<file path="src/rtl/imem_loader_if.sv">
// Byte-stream input and instruction-memory write port of the program loader.
// master: host / memory side, slave: the loader itself.
interface imem_loader_if;
  logic        InValid;
  logic [7:0]  InData;
  logic        InReady;
  logic [31:0] IAddr;
  logic [31:0] IDataIn;
  logic        RW;

  modport master (
    output InValid,
    output InData,
    input  InReady,
    input  IAddr,
    input  IDataIn,
    input  RW
  );

  modport slave (
    input  InValid,
    input  InData,
    output InReady,
    output IAddr,
    output IDataIn,
    output RW
  );
endinterface

</file>
<file path="src/rtl/imem_loader.sv">
// Instruction memory loader: takes a length-prefixed little-endian byte stream
// and writes it as 32-bit words at consecutive addresses, stalling the CPU
// while the load is in progress.
//
// state | meaning
// ------+-----------------------------------------------------------
// IDLE  | after reset, all control outputs low, waiting for Start
// LEN0  | accepting low byte of the word count
// LEN1  | accepting high byte of the word count, length check
// BYTE  | assembling the current word, one byte per transfer
// WRITE | one-cycle write strobe for the assembled word
// DONE  | last load completed, waiting for Start
// ERR   | last load rejected (count too large), waiting for Start
module imem_loader #(
  parameter logic [31:0] BASE_ADDR = 32'h0000_0000,
  parameter int          MAX_WORDS = 175
) (
  input  logic CLK,
  input  logic RST,
  input  logic Start,
  imem_loader_if.slave bus,
  output logic CpuHold,
  output logic Busy,
  output logic Done,
  output logic Error
);

  localparam logic [2:0] S_IDLE  = 3'd0;
  localparam logic [2:0] S_LEN0  = 3'd1;
  localparam logic [2:0] S_LEN1  = 3'd2;
  localparam logic [2:0] S_BYTE  = 3'd3;
  localparam logic [2:0] S_WRITE = 3'd4;
  localparam logic [2:0] S_DONE  = 3'd5;
  localparam logic [2:0] S_ERR   = 3'd6;

  localparam logic [15:0] MAX_LEN = 16'(MAX_WORDS);

  logic [2:0]  state;
  logic [7:0]  len_lo;
  logic [15:0] word_cnt;
  logic [15:0] idx;
  logic [1:0]  byte_cnt;
  // Only the three lower bytes are stored; the fourth goes straight into the
  // write data register as it arrives.
  logic [23:0] asm_word;
  logic [31:0] iaddr;
  logic [31:0] idata;

  logic        in_ready;
  logic        xfer;
  logic [15:0] len_full;

  // Byte acceptance is purely a function of state so the host sees a stable
  // ready for the whole cycle.
  always_comb begin
    in_ready = (state == S_LEN0) || (state == S_LEN1) || (state == S_BYTE);
    xfer     = in_ready && bus.InValid;
    len_full = {bus.InData, len_lo};
  end

  // Sequencer: length capture, word assembly, write strobe and completion.
  always_ff @(posedge CLK) begin
    if (RST) begin
      state    <= S_IDLE;
      len_lo   <= 8'h00;
      word_cnt <= 16'h0000;
      idx      <= 16'h0000;
      byte_cnt <= 2'd0;
      asm_word <= 24'h000000;
      iaddr    <= 32'h0000_0000;
      idata    <= 32'h0000_0000;
    end else begin
      case (state)
        S_IDLE, S_DONE, S_ERR: begin
          if (Start) state <= S_LEN0;
        end
        S_LEN0: begin
          if (xfer) begin
            len_lo <= bus.InData;
            state  <= S_LEN1;
          end
        end
        S_LEN1: begin
          if (xfer) begin
            word_cnt <= len_full;
            if (len_full == 16'h0000) begin
              state <= S_DONE;
            end else if (len_full > MAX_LEN) begin
              state <= S_ERR;
            end else begin
              idx      <= 16'h0000;
              byte_cnt <= 2'd0;
              state    <= S_BYTE;
            end
          end
        end
        S_BYTE: begin
          if (xfer) begin
            byte_cnt <= byte_cnt + 2'd1;
            case (byte_cnt)
              2'd0: asm_word[7:0]   <= bus.InData;
              2'd1: asm_word[15:8]  <= bus.InData;
              2'd2: asm_word[23:16] <= bus.InData;
              default: begin
                // Address and data are latched here so they are valid for
                // the whole WRITE cycle and then simply hold.
                iaddr <= BASE_ADDR + {14'b0, idx, 2'b00};
                idata <= {bus.InData, asm_word};
                state <= S_WRITE;
              end
            endcase
          end
        end
        S_WRITE: begin
          idx <= idx + 16'd1;
          if ((idx + 16'd1) == word_cnt) state <= S_DONE;
          else                           state <= S_BYTE;
        end
        default: state <= S_IDLE;
      endcase
    end
  end

  // Control and status outputs decode directly from state.
  always_comb begin
    bus.InReady = in_ready;
    bus.RW      = (state == S_WRITE);
    bus.IAddr   = iaddr;
    bus.IDataIn = idata;
    Busy        = in_ready || (state == S_WRITE);
    CpuHold     = in_ready || (state == S_WRITE);
    Done        = (state == S_DONE);
    Error       = (state == S_ERR);
  end

endmodule
</file>
<file path="src/flat_wrapper.sv">
// flat-port wrapper written by rule: the top's interface ports become plain ports
module imem_loader_flat 
#(
  parameter logic [31:0] BASE_ADDR = 32'h0000_0000,
  parameter int          MAX_WORDS = 175
)
  (CLK, RST, Start, CpuHold, Busy, Done, Error, bus_InValid, bus_InData, bus_InReady, bus_IAddr, bus_IDataIn, bus_RW);
  imem_loader_if bus_i ();
  input  logic CLK;
  input  logic RST;
  input  logic Start;
  output logic CpuHold;
  output logic Busy;
  output logic Done;
  output logic Error;
  input wire logic [$bits(bus_i.InValid)-1:0] bus_InValid;
  input wire logic [$bits(bus_i.InData)-1:0] bus_InData;
  output wire logic [$bits(bus_i.InReady)-1:0] bus_InReady;
  output wire logic [$bits(bus_i.IAddr)-1:0] bus_IAddr;
  output wire logic [$bits(bus_i.IDataIn)-1:0] bus_IDataIn;
  output wire logic [$bits(bus_i.RW)-1:0] bus_RW;
  assign bus_i.InValid = bus_InValid;
  assign bus_i.InData = bus_InData;
  assign bus_InReady = bus_i.InReady;
  assign bus_IAddr = bus_i.IAddr;
  assign bus_IDataIn = bus_i.IDataIn;
  assign bus_RW = bus_i.RW;
  imem_loader #(.BASE_ADDR(BASE_ADDR), .MAX_WORDS(MAX_WORDS)) u_core (.CLK(CLK), .RST(RST), .Start(Start), .bus(bus_i), .CpuHold(CpuHold), .Busy(Busy), .Done(Done), .Error(Error));
endmodule
</file>
<file path="config.mk">
export PLATFORM = sky130hd
export DESIGN_NAME = imem_loader_flat
export DESIGN_NICKNAME = d
export VERILOG_FILES = /design/src/rtl/imem_loader_if.sv /design/src/rtl/imem_loader.sv /design/src/flat_wrapper.sv
export SDC_FILE = /design/constraint.sdc
export NUM_CORES = 1
export LEC_CHECK = 0
export CAP_MARGIN = 20
export CORE_ASPECT_RATIO = 0.9
export CORE_UTILIZATION = 54
export CTS_CLUSTER_SIZE = 25
export DETAILED_ROUTE_END_ITERATION = 10
export PLACE_DENSITY = 0.8
export SKIP_LAST_GASP = 1
export SLEW_MARGIN = 20
export SYNTH_ARGS = -nofsm -noshare
export SYNTH_HDL_FRONTEND = slang
export SYNTH_SLANG_ARGS = --single-unit
</file>
<file path="constraint.sdc">
create_clock -name CLK -period 3.2 [get_ports CLK]
set_clock_uncertainty 0.1 [all_clocks]
set_input_delay 0.32 -clock CLK [delete_from_list [all_inputs] [get_ports CLK]]
set_output_delay 0.32 -clock CLK [all_outputs]
set_load 0.01 [all_outputs]
</file>
==> impl.org <==
** Setup path
- Of all nets on the critical path, the largest fanout is 8.
- STA puts the critical path data required time at 3.51 ns.
- Cell type with the highest occurrence count on the critical path :: sky130_fd_sc_hd__nand4_1
- The worst register-to-register path begins at u_core.idx[0].
- Endpoint type of the worst setup path :: flop
- Data arrival, critical path :: between 3 and 4 ns
- In this run the worst setup path begins at u_core.idx[0].
- Crit-path slowest cell :: sky130_fd_sc_hd__or4_1
- R2R cell count :: 7
- Number of stages on the worst setup path :: 7
- Cell class contributing the biggest share of worst-path delay :: simple AND/OR/NAND/NOR gates
- Reg-to-reg setup timing slack :: about 0.29 ns
- The most critical setup path has its endpoint at u_core.state[1].
- Counting both buffers and inverters, the worst setup path holds a total of 0.
- Crit path kind :: flop to flop
- In this design, the stage delay of the slowest critical-path cell is 0.60 ns.
- STA classifies the critical path startpoint as a flop.
- Reg2reg end :: u_core.state[1]
- The critical path goes through ha_1, nand4_1, or4_1, a22oi_1, nand4_1, or3b_1, o221a_1.

** Synthesis
- Xor/xnor cell area share of the yosys netlist :: 0.03446
- Syn avg cell area :: ~7.8 um^2
- The synthesized-area fraction occupied by ao, oa, aoi and oai cells was 0.1784.
- Of the total synthesized cell area, the portion taken by full adders, half adders and majority gates is 0.01172.
- Number of synthesis warnings :: 0
- The cell area that synthesis handed to floorplanning was 0.005338 mm^2.
- Number of enable flip-flop cells after synthesis :: 0
- The number of different library cells used by synthesis comes to 64.
- The share of the Yosys chip area taken by registers is 0.4388.
- Yosys attributes the largest share of cell area to sky130_fd_sc_hd__dfxtp_1, sky130_fd_sc_hd__nand2_1, sky130_fd_sc_hd__a21oi_1.
- Of the total synthesized cell area, the portion taken by AND, OR, NAND and NOR gates is 0.2518.
- After synthesis the netlist holds a flip-flop and latch count of 117.
- Yosys top cell by area :: sky130_fd_sc_hd__dfxtp_1
- Area share of the largest cell type after synthesis :: 0.4388
- Multiplexer share of the synthesized area :: 0.003751
- Synthesized instance count :: 688
- Post-synthesis async set-or-reset flop share :: 0
- Dominant combinational cell family by area after synthesis :: simple AND/OR/NAND/NOR gates
- For this run, the leading register cell type out of synthesis is sky130_fd_sc_hd__dfxtp_1.

** STA
- Setup total negative slack :: 0 ns
- Measured against its own limit, the worst slew margin works out to 0.4409.
- RSZ-0062 raised after global routing :: no
- Setup violation total in the final timing report :: 0
- For the pin with the worst max-slew slack, the measured transition is 0.8386 ns.
- The count of endpoints failing hold in the final timing report was 0.
- Timing would allow up to 343.7 MHz.
- Max-slew violation total from the final report :: 0
- Part of the cycle the worst path needs :: 0.9093
- Clock period minus final worst setup slack :: 2.910 ns

** Global routing
- For this run, the total global-route usage over all layers was measured as 0.2854.
- Number of antenna violations at the first check in global routing :: 0
- The number of global-route vias before repair is between 4000 and 5000.
- The total overflow left after global routing is 0.
- Entering global routing, the biggest net connects ~120 pins.
- The first global-routing pass estimated 22550 um of wire.

** Drt
- The detail route stage leaves a number of antenna-violating nets equal to 0.
- The final layout contains routed wiring with a total length of 14260 um.
- In the routed design, unresolved DRC markers number 0.
- Post-detailed-route wirelength per cell :: around 16 um
- First DRT Iteration DRCs :: 326
- Via/cell ratio :: 5.771
- Via count :: 5032
- Initial DRT Pass Iterations :: 5

** Die
- The initial utilization of the core area, before any placement, comes to 0.5527.
- In this run the vertical extent of the chip is 96.32 um.
- Core Area :: ~0.0097 mm^2
- The die covers 0.01029 mm^2.
- For this design the top-level I/O count stands at 82.
- In this run the core area contains 34 standard-cell rows.
- The die is between 100 and 150 um wide.

** Clock tree
- In this run the post-CTS setup repair buffer count came out at 0.
- The number of clock buffers added by TritonCTS is 17.
- Clock latency on the worst-skew pair :: between 0.5 and 0.6 ns
- In this run, post-CTS hold repair placed 0 buffers.
- CTS tree :: done
- Number of buffers on the longest clock path :: 2
- Counting every sink on the clock net gives 117.
- Number of H-tree levels :: 4
- Clock-pin slew was measured on the worst setup and hold paths at 0.06 ns.
- Master cell of the clock root buffer :: sky130_fd_sc_hd__clkbuf_8
- Cells resized by post-CTS repair :: 0

** Power
- Static leakage :: 0.002249 uW
- Across the VDD grid, the largest voltage drop is approximately 0.00037 V.
- Of the total power, combinational logic draws 0.156.
- The share of total power dissipated in the clock network is 0.457.
- Int Power :: 2898 uW
- The share of total power dissipated in sequential elements is 0.387.
- Of the total power, the share spent switching nets is 0.2925.
- For this design the total switching power over the nets is 1199 uW.
- Power per cell area :: 629.6 mW/mm^2
- The completed layout was analyzed and its total power is 4097 uW.

** Status
- Run status :: finished clean

** Placement
- Counting tap cells, the placed design contains a total of 840 instances.
- Routability-driven placement congestion ratio :: 0.8950
- The wire-length estimate of the detail-placed layout is 9324 um.
- Port-buffer cells :: 65

** Layout
- Counting the fill cells in the layout gives approximately 800.
- Final core utilization :: 0.6739
- From synthesis to final layout, the design area changed by 21.92%.
- Ant diodes :: 0
- Final std cells w/o fill :: slightly below 900
- Fraction of layout instances using a drive strength above 1 :: 0.07909
- At the end of the flow, the number of nets in the layout was 750.

** Run
- Maximum Capacitance Violations :: 0

** Worst hold path
- Class of the most critical hold timing path :: primary input to flop
-- synthesized netlist by cell type (4+ instances only) --
| master | n |
|---|---|
| sky130_fd_sc_hd__nand2_1 | 187 |
| sky130_fd_sc_hd__buf_1 | 4 |
| sky130_fd_sc_hd__nor3_1 | 5 |
| sky130_fd_sc_hd__nor2_1 | 25 |
| sky130_fd_sc_hd__buf_4 | 19 |
| sky130_fd_sc_hd__dfxtp_1 | 117 |
| sky130_fd_sc_hd__nand2b_1 | 5 |
| sky130_fd_sc_hd__xnor2_1 | 14 |
| sky130_fd_sc_hd__ha_1 | 5 |
| sky130_fd_sc_hd__o21ai_0 | 19 |
| sky130_fd_sc_hd__or4_1 | 5 |
| sky130_fd_sc_hd__clkbuf_1 | 36 |
| sky130_fd_sc_hd__a21oi_1 | 109 |
| sky130_fd_sc_hd__a31oi_1 | 5 |
| sky130_fd_sc_hd__xor2_1 | 7 |
| sky130_fd_sc_hd__inv_1 | 9 |
| sky130_fd_sc_hd__or3_1 | 4 |
| sky130_fd_sc_hd__buf_6 | 4 |
| sky130_fd_sc_hd__nand4_1 | 6 |
| sky130_fd_sc_hd__and2_1 | 6 |
| sky130_fd_sc_hd__nand3_1 | 34 |
-- power groups by stage --
stage | sequential [uW] | clock [uW] | combinational, uW
2_1_floorplan | 1570 | 0 | 484
3_3_place_gp | 1610 | 0 | 614
3_5_place_dp | 1610 | 0 | 621
4_1_cts | 1580 | 1880 | 630
5_1_grt | 1590 | 1950 | 696
6_report | 1590 | 1870 | 637
-- placed cells by master, fill, tap and decap left out, types with 4 or more instances in the layout --
master,instances
sky130_fd_sc_hd__ha_1,5
sky130_fd_sc_hd__nand3_1,34
sky130_fd_sc_hd__inv_6,6
sky130_fd_sc_hd__dfxtp_1,117
sky130_fd_sc_hd__xor2_1,7
sky130_fd_sc_hd__conb_1,16
sky130_fd_sc_hd__and2_1,6
sky130_fd_sc_hd__nor2_1,25
sky130_fd_sc_hd__o21ai_0,19
sky130_fd_sc_hd__nand2_1,187
sky130_fd_sc_hd__clkdlybuf4s50_1,64
sky130_fd_sc_hd__nand4_1,6
sky130_fd_sc_hd__buf_4,15
sky130_fd_sc_hd__or4_1,5
sky130_fd_sc_hd__nor3_1,4
sky130_fd_sc_hd__or3_1,4
sky130_fd_sc_hd__xnor2_1,14
sky130_fd_sc_hd__inv_1,9
sky130_fd_sc_hd__nand2b_1,5
sky130_fd_sc_hd__a21oi_1,109
sky130_fd_sc_hd__a31oi_1,5
sky130_fd_sc_hd__clkbuf_16,16
-- state kept, by name (all words and copies together), names as in the netlist --
signal	count
u_core.asm_word	24
u_core.len_lo	8
u_core.word_cnt	16
u_core.byte_cnt	2
u_core.bus.IAddr	16
u_core.idx	16
u_core.bus.IDataIn	32
u_core.state	3
-- per-layer routing --
layer,part of all wire,global-route usage,vias to the layer above
li1,-,-,2409
met1,0.44,0.3725,2387
met2,0.47,0.4522,212
met3,0.073,0.08802,24
met4,0.017,0.09018,0
met5,0,0,-
-- how the worst min path moves through the flow --
stage | startpoint | to | depth (start not counted)
floorplan | u_core.asm_word[0] | u_core.bus.IDataIn[0] | 2
CTS | u_core.asm_word[12] | u_core.bus.IDataIn[12] | 2
global route | RST | u_core.byte_cnt[0] | 2
detailed placement | u_core.bus.IAddr[5] | u_core.bus.IAddr[5] | 2
finish | RST | u_core.byte_cnt[0] | 2
global placement | u_core.bus.IDataIn[6] | u_core.bus.IDataIn[6] | 2
-- cells by family (layout without fill, tap and decap cells) --
family | Yosys count | count (layout)
DFF | 117 | 117
and+or+nand+nor | 298 | 298
muxes | 2 | 2
adders and majority gates | 5 | 5
buffers and inverters | 78 | 121
xor gates and xnor gates | 21 | 21
other | 1 | 16
AOI/OAI and AO/OA | 166 | 166
-- stage by stage --
| step | instance area, um^2 | hold WS [ns] | setup WS (ns) |
|---|---|---|---|
| final | 6507 | 0.2454 | 0.2904 |
| after global routing | 6507 | 0.2459 | 0.1483 |
| after CTS | 6504 | 0.3529 | 0.3236 |
| after detailed placement | 5922 | 0.3473 | 0.2241 |
| after global placement | 5922 | 0.3440 | 0.3301 |
| after floorplan | 5394 | 0.3321 | 0.7424 |
-- final cells by class --
class                   instances  area, um^2  share of cell area
multi-input cells             508        2628              0.4038
flip-flops and latches        117        2342              0.3599
repair buffers                 80       764.5              0.1175
clock buffers                  17       414.1             0.06364
clock inverters                15       167.7             0.02576
well taps                     126       157.7             0.02423
inverters                       9       33.78            0.005191
(Power assumes the default switching activity.)
